## src/rtl/spi_slave_pkg.sv

```systemverilog
// Shared frame constants, command codes and FSM state type for the SPI brightness slave.
package spi_slave_pkg;

  localparam int unsigned MASTER_FRAME_WIDTH   = 24;
  localparam int unsigned CMD_BITS             = 8;
  localparam int unsigned ADDR_BITS            = 8;
  localparam int unsigned PAYLOAD_BITS         = 8;
  localparam int unsigned BRIGHTNESS_WIDTH     = 7;
  localparam int unsigned CLKS_PER_MASTER_SCLK = 4;

  localparam logic CS_ASSERT   = 1'b0;
  localparam logic CS_DEASSERT = 1'b1;

  localparam logic [CMD_BITS-1:0] CMD_WRITE = 8'h02;
  localparam logic [CMD_BITS-1:0] CMD_READ  = 8'h03;

  typedef enum logic [2:0] {
    StIdle,
    StCommand,
    StAddress,
    StPayload,
    StDone
  } spi_state_e;

  function automatic logic addr_ok(input logic [ADDR_BITS-1:0] addr, input int unsigned num_ch);
    return 32'(addr) < num_ch;
  endfunction

endpackage

```

## src/rtl/spi_sync.sv

```systemverilog
// Multi-flop synchronizer for one asynchronous input; resets to the line's idle level.
module spi_sync #(
  parameter int unsigned SYNC_STAGES = 2,
  parameter bit          RESET_VAL   = 1'b0
) (
  input  logic clk_i,
  input  logic rst_ni,
  input  logic d_i,
  output logic q_o
);

  logic [SYNC_STAGES-1:0] sync_q;

  always_ff @(posedge clk_i or negedge rst_ni) begin
    if (!rst_ni) begin
      sync_q <= {SYNC_STAGES{RESET_VAL}};
    end else begin
      sync_q <= {sync_q[SYNC_STAGES-2:0], d_i};
    end
  end

  assign q_o = sync_q[SYNC_STAGES-1];

endmodule

```

## src/rtl/spi_slave.sv

```systemverilog
// SPI Mode 0 slave exposing NUM_CHANNELS 7-bit brightness registers over 24-bit frames.
// Define SPI_SLAVE_ERR_CNT_EN to add the saturating o_err_cnt abort/void-frame counter.
module spi_slave
  import spi_slave_pkg::*;
#(
  parameter int unsigned NUM_CHANNELS = 4,
  parameter int unsigned SYNC_STAGES  = 2
) (
  input  logic                                       sysclk,
  input  logic                                       rst_n,
  input  logic                                       cs,
  input  logic                                       sclk,
  input  logic                                       mosi,
  output logic                                       miso,
  output logic [NUM_CHANNELS*BRIGHTNESS_WIDTH-1:0]   o_brightness,
  output logic                                       o_wr_valid,
  output logic [1:0]                                 o_wr_addr
`ifdef SPI_SLAVE_ERR_CNT_EN
  ,
  output logic [7:0]                                 o_err_cnt
`endif
);

  localparam int unsigned ChIdxW = (NUM_CHANNELS > 1) ? $clog2(NUM_CHANNELS) : 1;

  logic cs_s, sclk_s, mosi_s;

  spi_sync #(.SYNC_STAGES(SYNC_STAGES), .RESET_VAL(CS_DEASSERT)) u_sync_cs (
    .clk_i (sysclk), .rst_ni(rst_n), .d_i(cs), .q_o(cs_s)
  );
  spi_sync #(.SYNC_STAGES(SYNC_STAGES), .RESET_VAL(1'b0)) u_sync_sclk (
    .clk_i (sysclk), .rst_ni(rst_n), .d_i(sclk), .q_o(sclk_s)
  );
  spi_sync #(.SYNC_STAGES(SYNC_STAGES), .RESET_VAL(1'b0)) u_sync_mosi (
    .clk_i (sysclk), .rst_ni(rst_n), .d_i(mosi), .q_o(mosi_s)
  );

  spi_state_e                                    state_q, state_d;
  logic                                          sclk_prev_q, cs_prev_q;
  logic [4:0]                                    cnt_q, cnt_d;
  logic [MASTER_FRAME_WIDTH-1:0]                 rx_q, rx_d, frame;
  logic [PAYLOAD_BITS-1:0]                       tx_q, tx_d;
  logic                                          tx_active_q, tx_active_d;
  logic                                          rd_en_q, rd_en_d;
  logic [ChIdxW-1:0]                             rd_idx_q, rd_idx_d;
  logic [NUM_CHANNELS-1:0][BRIGHTNESS_WIDTH-1:0] ch_q, ch_d;
  logic                                          wr_valid_q, wr_valid_d;
  logic [1:0]                                    wr_addr_q, wr_addr_d;
  logic                                          rise, fall, cs_off, cs_fall;
  logic                                          wr_ok, rd_ok, err_inc;

  assign rise    = sclk_s & ~sclk_prev_q;
  assign fall    = ~sclk_s & sclk_prev_q;
  assign cs_off  = (cs_s == CS_DEASSERT);
  assign cs_fall = (cs_prev_q == CS_DEASSERT) && (cs_s == CS_ASSERT);
  // Frame as it stands including the bit arriving on this rising edge.
  assign frame   = {rx_q[MASTER_FRAME_WIDTH-2:0], mosi_s};
  assign wr_ok   = (frame[23:16] == CMD_WRITE) && addr_ok(frame[15:8], NUM_CHANNELS);
  assign rd_ok   = (frame[23:16] == CMD_READ) && addr_ok(frame[15:8], NUM_CHANNELS);

  always_comb begin
    state_d     = state_q;
    cnt_d       = cnt_q;
    rx_d        = rx_q;
    tx_d        = tx_q;
    tx_active_d = tx_active_q;
    rd_en_d     = rd_en_q;
    rd_idx_d    = rd_idx_q;
    ch_d        = ch_q;
    wr_valid_d  = 1'b0;
    wr_addr_d   = wr_addr_q;
    err_inc     = 1'b0;
    unique case (state_q)
      StIdle: begin
        if (cs_fall) begin
          state_d     = StCommand;
          cnt_d       = '0;
          rx_d        = '0;
          tx_d        = '0;
          tx_active_d = 1'b0;
          rd_en_d     = 1'b0;
        end
      end
      StCommand, StAddress, StPayload: begin
        if (rise) begin
          rx_d  = frame;
          cnt_d = cnt_q + 5'd1;
          if (cnt_q == 5'd7) begin
            state_d = StAddress;
          end else if (cnt_q == 5'd15) begin
            state_d  = StPayload;
            rd_en_d  = (frame[15:8] == CMD_READ) && addr_ok(frame[7:0], NUM_CHANNELS);
            rd_idx_d = frame[ChIdxW-1:0];
          end else if (cnt_q == 5'd23) begin
            state_d     = StDone;
            tx_active_d = 1'b0;
            if (wr_ok) begin
              ch_d[frame[8+ChIdxW-1:8]] = frame[BRIGHTNESS_WIDTH-1:0];
              wr_valid_d                = 1'b1;
              wr_addr_d                 = frame[9:8];
            end else if (!rd_ok) begin
              err_inc = 1'b1;
            end
          end
        end else if (fall && (state_q == StPayload) && rd_en_q) begin
          // First falling edge of the payload loads the channel; later ones shift.
          tx_d        = tx_active_q ? {tx_q[PAYLOAD_BITS-2:0], 1'b0} : {1'b0, ch_q[rd_idx_q]};
          tx_active_d = 1'b1;
        end
        // A 24th edge coinciding with cs release still commits the frame.
        if (cs_off && !(rise && (cnt_q == 5'd23))) begin
          state_d     = StIdle;
          tx_active_d = 1'b0;
          rd_en_d     = 1'b0;
          err_inc     = 1'b1;
        end
      end
      StDone: begin
        tx_active_d = 1'b0;
        if (cs_off) begin
          state_d = StIdle;
        end
      end
      default: state_d = StIdle;
    endcase
  end

  always_ff @(posedge sysclk or negedge rst_n) begin
    if (!rst_n) begin
      state_q     <= StIdle;
      sclk_prev_q <= 1'b0;
      cs_prev_q   <= CS_DEASSERT;
      cnt_q       <= '0;
      rx_q        <= '0;
      tx_q        <= '0;
      tx_active_q <= 1'b0;
      rd_en_q     <= 1'b0;
      rd_idx_q    <= '0;
      ch_q        <= '0;
      wr_valid_q  <= 1'b0;
      wr_addr_q   <= '0;
    end else begin
      state_q     <= state_d;
      sclk_prev_q <= sclk_s;
      cs_prev_q   <= cs_s;
      cnt_q       <= cnt_d;
      rx_q        <= rx_d;
      tx_q        <= tx_d;
      tx_active_q <= tx_active_d;
      rd_en_q     <= rd_en_d;
      rd_idx_q    <= rd_idx_d;
      ch_q        <= ch_d;
      wr_valid_q  <= wr_valid_d;
      wr_addr_q   <= wr_addr_d;
    end
  end

  assign miso         = tx_active_q & tx_q[PAYLOAD_BITS-1] & ~cs_off;
  assign o_brightness = ch_q;
  assign o_wr_valid   = wr_valid_q;
  assign o_wr_addr    = wr_addr_q;

  logic unused_rx_msb;
  assign unused_rx_msb = rx_q[MASTER_FRAME_WIDTH-1];

`ifdef SPI_SLAVE_ERR_CNT_EN
  logic [7:0] err_cnt_q;

  always_ff @(posedge sysclk or negedge rst_n) begin
    if (!rst_n) begin
      err_cnt_q <= '0;
    end else if (err_inc && (err_cnt_q != 8'hFF)) begin
      err_cnt_q <= err_cnt_q + 8'd1;
    end
  end

  assign o_err_cnt = err_cnt_q;
`else
  logic unused_err_inc;
  assign unused_err_inc = err_inc;
`endif

endmodule
```

## config.mk

```make
export PLATFORM = sky130hd
export DESIGN_NAME = spi_slave
export DESIGN_NICKNAME = d
export VERILOG_FILES = /design/src/rtl/spi_slave_pkg.sv /design/src/rtl/spi_sync.sv /design/src/rtl/spi_slave.sv
export SDC_FILE = /design/constraint.sdc
export NUM_CORES = 1
export LEC_CHECK = 0
export ABC_AREA = 1
export CORE_ASPECT_RATIO = 1.1
export CORE_UTILIZATION = 30
export CTS_BUF_LIST = sky130_fd_sc_hd__clkbuf_8
export CTS_CLUSTER_SIZE = 8
export DETAILED_ROUTE_END_ITERATION = 10
export GPL_TIMING_DRIVEN = 0
export PLACE_DENSITY = 0.56
export SYNTH_ARGS = -nofsm -noshare
export SYNTH_HDL_FRONTEND = slang
export SYNTH_HIERARCHICAL = 1
export SYNTH_SLANG_ARGS = --single-unit
```

## constraint.sdc

```tcl
create_clock -name sysclk -period 3.26 [get_ports sysclk]
set_clock_uncertainty 0.15 [all_clocks]
set_input_delay 0.815 -clock sysclk [delete_from_list [all_inputs] [get_ports sysclk]]
set_output_delay 0.815 -clock sysclk [all_outputs]
set_load 0.05 [all_outputs]
```

==> results of run 1 <==
==> cell usage in the layout, fill, tap and decap left out, types with 10 or more instances in the layout <==
| cell type | synthesis | layout |
|---|---|---|
| dfrtp_1 | 79 | 79 |
| inv_1 | 39 | 39 |
| clkbuf_8 | 0 | 10 |
| o21ai_0 | 19 | 19 |
| clkdlybuf4s50_1 | 0 | 34 |
| o22ai_1 | 19 | 19 |
| nand4_1 | 24 | 24 |
| nand2_1 | 107 | 107 |
| nor2_1 | 48 | 48 |
| nand3_1 | 27 | 27 |
==> timing repair <==
action / in CTS / in global routing
setup endpoints to repair: 0 / 1
hold endpoints to repair: 0 / 0
gates resized for setup: 0 / 1
==> cell families after synthesis <==
group	Yosys count	synth area share, %
simple gates	238	29.0
flops	82	52.9
buf+inv	61	7.21
compound gates	59	10.0
fa+ha+maj	2	0.643
xor+xnor	1	0.225
==> Yosys cell counts (3+ instances only) <==
library cell / instances
nor2_1: 48
o211ai_1: 6
nand3_2: 4
inv_1: 39
o22ai_2: 4
nand2_1: 107
buf_6: 5
or2_2: 5
buf_2: 9
o22ai_1: 19
nand2_2: 4
o21ai_0: 19
nand4_1: 24
nor3_1: 5
nor2_4: 4
dfstp_2: 3
nand3_1: 27
inv_2: 3
dfrtp_1: 79
nor2_2: 4
clkbuf_1: 3
o21ai_1: 6
==> final cells by class <==
type / count / area [um2]
Multi-Input combinational cell: 300 / 1550
Sequential cell: 82 / 2060
Tap cell: 157 / 196
Fill cell: 1301 / 7980
Timing Repair Buffer: 37 / 388
Inverter: 44 / 168
Buffer: 17 / 113
Clock buffer: 10 / 138
Clock inverter: 5 / 55.1
==> worst max path at each step <==
stage / startpoint / endpoint / slack [ps] / cells after the start
CTS: tx_active_q / miso / 70 / 4
global route: tx_active_q / miso / 370 / 4
finish: tx_active_q / miso / 500 / 4
detailed placement: tx_active_q / miso / 450 / 4
floorplan: tx_active_q / miso / 590 / 3
global placement: rst_n / u_sync_sclk/sync_q[0] / -1800 / 1
==> state kept, by name, summed over array words and instances (netlist names) <==
register and cells:
cnt_q 5, cs_prev_q 1, o_brightness 28, o_wr_addr 2, o_wr_valid 1, rd_en_q 1
rd_idx_q 2, rx_q 23, sclk_prev_q 1, state_q 3, tx_active_q 1, tx_q 8
u_sync_cs/sync_q 2, u_sync_mosi/sync_q 2, u_sync_sclk/sync_q 2
==> per-layer routing <==
metal	vias up	track usage [%]	wire [um]
met5	-	0	0
met1	1494	18.8	4520
met3	10	3.05	330
met2	69	26.5	4680
li1	1566	-	-
met4	0	4.58	122
==> report_power, final <==
| part | internal, uW | switching (uW) |
|---|---|---|
| sequential | 1100 | 89.7 |
| clock | 368 | 366 |
| combinational | 200 | 381 |
| total | 1670 | 836 |
==> metrics by stage <==
stage	instances	utilization, %
after detailed placement	637	35.4
after global routing	652	36.9
after floorplan	443	-
after global placement	636	35.2
after CTS	652	36.9
final	652	36.9
==> metrics, run 1 <==
status finished, final reports clean; initial DRC count 168; WP data required about 2300 ps; Ant. Diodes 0; crit-path max FO 10; Worst Setup End Kind output pin; share of the synthesized area in the top cell type around 50%; DR WL/cell around 15 um; Net Count, Synth between 400 and 500; input/output buffers 36; critical path class register to output pin; via density per instance between 4 and 5; Area growth, synth to finish 20.0%; Final ANT Viol Nets 0; grt ovf 0; fin crit share between 80 and 90%; PD cells 536 mW/mm2; Final Wtd Congestion 0.891; Final setup viols 0; Skew-Pair Late Insertion Delay between 300 and 400 ps; reg-to-reg setup timing slack around 1000 ps; min Tclk post-route ~2800 ps; hold path depth 0; CP startpoint kind register; FF+latch count, synth 82; ys flop type dfrtp_1; initial antenna violation count 0; Max IR drop VDD around 0.23 mV; global-route wire length before repair ~16000 um; Total GRT Usage between 10% and 20%; CTS H-tree lvls 3; Max Cap Viol 0; WHS Endpoint u_sync_mosi/sync_q[1]; Top delay family on crit path buffers and inverters; Vert. Die Dim about 120 um; critical-path cell list inv_1 -> clkbuf_1 -> nor3_1 -> dlymetal6s2s_1; Yosys top cell by area dfrtp_1; die area between 0.01 and 0.015 mm2; number of buffers created by CTS 9; worst path buffer plus inverter count 3; worst flop-to-flop path endpoint o_brightness[26]; Initial Util slightly above 30%; type of the most critical hold path register to register; reg2reg path depth 12; vias in the first global route ~3200; Overall Power ~2500 uW; Routed WL 9650 um; Site Rows 43; Via Count roughly 3100; cell leakage power 0.00220 uW; hold buffers post-CTS 0; worst hold margin 201 ps; Post-CTS Setup Bufs 0; setup_tns 0 ps; synth top area cells dfrtp_1, nand2_1, nor2_1, nand4_1, inv_1; number of flops mapped to enable cells by yosys 0; Max Clk Rate 0.362 GHz; Slew @ Worst Pin approximately 570 ps; final net count around 500; # IOs 37; post-synthesis cell area ~0.004 mm2; Post-DP HPWL 6930 um; largest net degree at the start of global routing 53; Post-route DRC 0; Mean Syn Cell Area around 9 um2; Fin. Hold Viols 0; layout cells sized above 1 13.9%; Hold Path Origin u_sync_mosi/sync_q[0]; Worst path max stage delay 450 ps; Synth async-reset ratio between 90% and 100%; clock root cell clkbuf_8; RSZ-0062 raised after global routing false; Syn Inst Count 443; Clock Pin Slew Worst Setup and Hold Paths roughly 80 ps; max-slew violation count 0; post-placement setup slack between 400 and 500 ps; slowest CP cell dlymetal6s2s_1; CTS Buffer Depth 2; DIE WIDTH roughly 110 um; Core Region 0.0126 mm2; drt first pass iters 4; Arrival @ worst endpoint roughly 1800 ps; TritonCTS clock tree yes; r2r startpoint cnt_q[0]; setup ws final approximately 500 ps; CTS Sinks between 80 and 90; Synthesis Warnings 6; Slew headroom about three fifths; sequential area share after synthesis between 50% and 60%; final instance area approximately 0.0047 mm2; dpl cell area between 0.004 and 0.005 mm2; post-synth cell types 35
Power figures use the tool's default switching activity.
==> run 2, diff against run 1 <==
==> constraint.sdc (replaced) <==
create_clock -name sysclk -period 2.8 [get_ports sysclk]
set_clock_uncertainty 0.15 [all_clocks]
set_input_delay 0.7 -clock sysclk [delete_from_list [all_inputs] [get_ports sysclk]]
set_output_delay 0.7 -clock sysclk [all_outputs]
set_load 0.05 [all_outputs]
==> run 2 against run 1 <==
Effect of this change:
- clock power rose by 16%
- sequential power grew 16%
- total power is 16% higher
- first-iteration DRC count grew 4.2%
- non-clock buffer count unchanged
- register-to-register slack got worse by 460 ps
- critical path type unchanged
- via count down 0.38%
- cell count unchanged
==> metrics, run 2 (synthesized netlist as in run 1, its figures left out) <==
Worst path max stage delay ~400 ps; post-placement setup slack between 100 and 150 ps; Max Cap Viol 0; number of buffers created by CTS 9; CTS Sinks 82; Arrival @ worst endpoint between 1500 and 2000 ps; drt first pass iters 4; r2r startpoint cnt_q[0]; Fillers approximately 1300; via density per instance around 4.8; WP data required 1950 ps; reg2reg path depth 12; DIE WIDTH 111 um; global-route wire length before repair ~16000 um; status finished, final reports clean; cell leakage power 0.00218 uW; max reg flops 28; DR WL/cell 14.8 um; Routed WL 9660 um; TritonCTS clock tree yes; reg-to-reg setup timing slack roughly 570 ps; Via Count around 3100; initial DRC count around 180; final net count ~500; initial antenna violation count 0; Area growth, synth to finish 19.8%; Total GRT Usage about 15%; Final Wtd Congestion just under 0.9; Slew @ Worst Pin about 600 ps; Final setup viols 0; Ant. Diodes 0; Core Region roughly 0.013 mm2; max-slew violation count 0; # IOs 37; largest net degree at the start of global routing between 50 and 60; CTS Buffer Depth 2; Max Clk Rate between 0.3 and 0.4 GHz; Final ANT Viol Nets 0; layout cells sized above 1 14.1%; critical path class register to output pin; most common cell after layout, fill and taps aside nand2_1; Slew headroom 59.6%; Fin. Hold Viols 0; CP startpoint kind register; Max IR drop VDD around 0.26 mV; min Tclk post-route 2510 ps; Post-DP HPWL about 6900 um; crit-path max FO 10; slowest CP cell dfrtp_1; Clock Pin Slew Worst Setup and Hold Paths 80 ps; worst flop-to-flop path endpoint o_brightness[26]; PD cells roughly 630 mW/mm2; CTS H-tree lvls 3; Post-route DRC 0; grt ovf 0; Site Rows between 40 and 50; setup_tns 0 ps; fin crit share between 80% and 90%; Initial Util approximately 30%; RSZ-0062 raised after global routing false; die area 0.0134 mm2; Worst Setup End Kind output pin; Util after Layout between 30% and 40%; Vert. Die Dim 121 um; vias in the first global route ~3200; setup ws final between 200 and 300 ps; clock root cell clkbuf_8; critical-path cell list inv_1 -> clkbuf_1 -> nor3_1 -> clkbuf_2; input/output buffers 36; type of the most critical hold path primary input to async pin; most frequent cells in the layout nand2_1, dfrtp_1, nor2_1; Skew-Pair Late Insertion Delay about 360 ps; worst hold margin ~130 ps
run 2: cell count changes in the layout (fill, tap and decap cells not counted), sizes merged:
cell,previous run,this run
clkbuf,13,14
dlymetal6s2s,1,0
run 2: critical path, delay by kind of cell, from the launching register on:
kind | cells | cell delay [ps]
DFF | 1 | 400
and+or+nand+nor | 1 | 260
buffers and inverters | 3 | 640
run 2: layer usage:
layer / wire length (um) / up-vias / track usage [%]
li1: - / 1567 / -
met1: 4530 / 1478 / 18.8
met2: 4620 / 72 / 26.5
met3: 382 / 10 / 3.05
met4: 122 / 0 / 4.58
met5: 0 / - / 0
run 2: final cells by class:
cell class                 count  area (um2)  share of cell area, %
buffer                        17         113                   2.42
clock buffer                  10         138                   2.95
clock inverter                 5        55.1                   1.18
inverter                      44         168                   3.60
multi-input combinational    300        1550                   33.3
sequential                    82        2060                   44.1
tap                          157         196                   4.22
timing repair buffer          37         380                   8.17
run 2: power breakdown:
part,switching [uW],internal (uW),total (uW)
logic,443,232,675
registers,105,1280,1380
clock network,425,428,853
total,973,1940,2910
run 2: worst max path at each step:
| stage | start | cells past startpoint | to |
|---|---|---|---|
| 2_1_floorplan | tx_active_q | 3 | miso |
| 3_3_place_gp | rst_n | 1 | u_sync_sclk/sync_q[0] |
| 3_5_place_dp | tx_active_q | 4 | miso |
| 4_1_cts | tx_active_q | 4 | miso |
| 5_1_grt | tx_active_q | 4 | miso |
| 6_report | tx_active_q | 4 | miso |
run 2: stage by stage:
stage | total power (uW) | cell area [um2] | std cells
after floorplan | 1890 | 3890 | 443
after global placement | 2060 | 4450 | 636
after detailed placement | 2080 | 4470 | 637
after CTS | 2950 | 4660 | 652
after global routing | 3090 | 4660 | 652
final | 2910 | 4660 | 652
run 2: repair_timing:
item                                    in CTS  in global routing
resized for setup                            1                  3
hold buffers                                 0                  0
endpoints found under the hold margin        0                  0
endpoints found under the setup margin       1                  1
buffers inserted                             0                  0
pin swaps                                    0                  0
==> run 3, diff against run 2 <==
--- a/config.mk
+++ b/config.mk
@@ -9,10 +9,10 @@
 export CORE_ASPECT_RATIO = 1.1
 export CORE_UTILIZATION = 30
 export CTS_BUF_LIST = sky130_fd_sc_hd__clkbuf_8
-export CTS_CLUSTER_SIZE = 8
+export CTS_CLUSTER_SIZE = 40
 export DETAILED_ROUTE_END_ITERATION = 10
 export GPL_TIMING_DRIVEN = 0
-export PLACE_DENSITY = 0.56
+export PLACE_DENSITY = 0.58
 export SYNTH_ARGS = -nofsm -noshare
 export SYNTH_HDL_FRONTEND = slang
 export SYNTH_HIERARCHICAL = 1
==> constraint.sdc (replaced) <==
create_clock -name sysclk -period 2.22 [get_ports sysclk]
set_clock_uncertainty 0.15 [all_clocks]
set_input_delay 0.555 -clock sysclk [delete_from_list [all_inputs] [get_ports sysclk]]
set_output_delay 0.555 -clock sysclk [all_outputs]
set_load 0.05 [all_outputs]
==> run 3 against run 2 <==
Effect of this change:
- sequential share of layout area is 0.58 points lower
- sequential power is 27% higher
- largest cell class unchanged
- die area stayed put
- largest power group unchanged
- critical path type unchanged
- the flow now finishes with violations (negative hold slack)
- clock-buffer cell count is 1 lower
==> metrics, run 3 (synthesized netlist as in run 1, its figures left out) <==
status finished with violations; violations in the final reports negative hold slack; WP data required 1510 ps; RSZ-0062 raised after global routing true; Vert. Die Dim 121 um; clock root cell clkbuf_8; number of buffers created by CTS 9; worst path buffer plus inverter count 2; layout cells sized above 1 16.2%; slowest CP cell dfrtp_1; Util after Layout 37.3%; Total GRT Usage 15.2%; worst flop-to-flop path endpoint o_wr_addr[1]; Site Rows 43; Overall Power between 3000 and 4000 uW; final instance area 0.00472 mm2; grt ovf 0; most frequent cells in the layout nand2_1, dfrtp_1, nor2_1; min Tclk post-route 2090 ps; cell leakage power ~0.0024 uW; Max Cap Viol 0; drt first pass iters 4; DR WL/cell ~15 um; Top delay family on crit path flip-flops; Slew @ Worst Pin about 600 ps; Worst Setup End Kind output pin; most common cell after layout, fill and taps aside nand2_1; dpl cell area ~0.0045 mm2; worst hold margin -15.6 ps; crit-path max FO 4; critical path class register to output pin; critical-path cell list clkinvlp_4 -> nor3_2 -> clkbuf_4; Skew-Pair Late Insertion Delay 360 ps; reg2reg path depth 13; initial antenna violation count 0; initial DRC count 233; Ant. Diodes 0; CTS Buffer Depth 2; type of the most critical hold path primary input to async pin; Slew headroom between 50% and 60%; via density per instance between 4 and 5; Post-route DRC 0; DIE WIDTH 111 um; Arrival @ worst endpoint around 1400 ps; CTS H-tree lvls 3; Post-DP HPWL ~7000 um; Worst path max stage delay around 440 ps; r2r startpoint cnt_q[1]; max reg flops 28; Via Count between 3000 and 4000; Area growth, synth to finish 21.4%; # IOs 37; Final ANT Viol Nets 0; input/output buffers 36; Routed WL a little under 10000 um; Fin. Hold Viols 21; reg-to-reg setup timing slack approximately 140 ps; CP startpoint kind register; Core Region 0.0126 mm2; final net count 503; vias in the first global route about 3200; TritonCTS clock tree yes; PD cells 830 mW/mm2; Clock Pin Slew Worst Setup and Hold Paths around 80 ps; die area ~0.013 mm2; Final Wtd Congestion around 0.9; max-slew violation count 0; CTS Sinks between 80 and 90; largest net degree at the start of global routing 51; Max IR drop VDD 0.398 mV; global-route wire length before repair 16100 um; fin crit share between 90% and 100%; Initial Util between 30% and 40%; Final setup viols 0; Max Clk Rate approximately 0.48 GHz
==> run 3: changes by cell type in the layout (fill, tap and decap cells not counted), sizes merged <==
| cell | before | now |
|---|---|---|
| clkdlybuf4s50 | 34 | 3 |
| dlygate4sd2 | 0 | 31 |
| buf | 16 | 22 |
| bufinv | 1 | 3 |
| clkinvlp | 2 | 1 |
| clkbuf | 14 | 12 |
==> run 3: through the flow <==
step           setup TNS [ps]  instances  setup WS (ps)
3_3_place_gp          -202780        636          -2510
2_1_floorplan               0        443            200
3_5_place_dp             -240        637           -240
6_report                    0        657            133
5_1_grt                  -119        657          -38.5
4_1_cts                     0        651           34.5
==> run 3: report_power, final <==
part           leakage, uW  switching [uW]  total [uW]  internal (uW)
logic              0.00115             556         882            327
registers          0.00112             137        1750           1610
clock network     0.000120             548        1290            737
==> run 3: routing by layer <==
metal	GRT usage, %	routed length (um)	vias to the layer above
met5	0	0	-
met4	4.92	181	0
met3	3.15	415	13
met2	25.5	4600	76
met1	19.5	4430	1508
li1	-	-	1580
==> run 3: final cells by class <==
type	count	area, um2
Fill cell	1304	7920
Sequential cell	82	2060
Multi-Input combinational cell	300	1570
Timing Repair Buffer	43	389
Tap cell	157	196
Inverter	44	171
Clock buffer	9	124
Buffer	16	109
Clock inverter	6	108
==> run 3: how the worst max path moves through the flow <==
stage | end | cells after the start | from | slack, ps
floorplan | o_wr_addr[1] | 13 | cnt_q[0] | 200
detailed placement | miso | 4 | tx_active_q | -240
global placement | state_q[1] | 1 | rst_n | -2510
CTS | miso | 3 | tx_active_q | 30
finish | miso | 3 | tx_active_q | 130
global route | o_wr_addr[1] | 13 | cnt_q[1] | -40
==> run 3: what timing repair did <==
item                                    4_1_cts  5_1_grt
hold buffers                                  0        0
pin swaps                                     0        5
endpoints found under the hold margin         0        0
endpoints found under the setup margin       33       31
gates cloned                                  0        1
gates resized for setup                      37        6
buffers inserted                              0        5
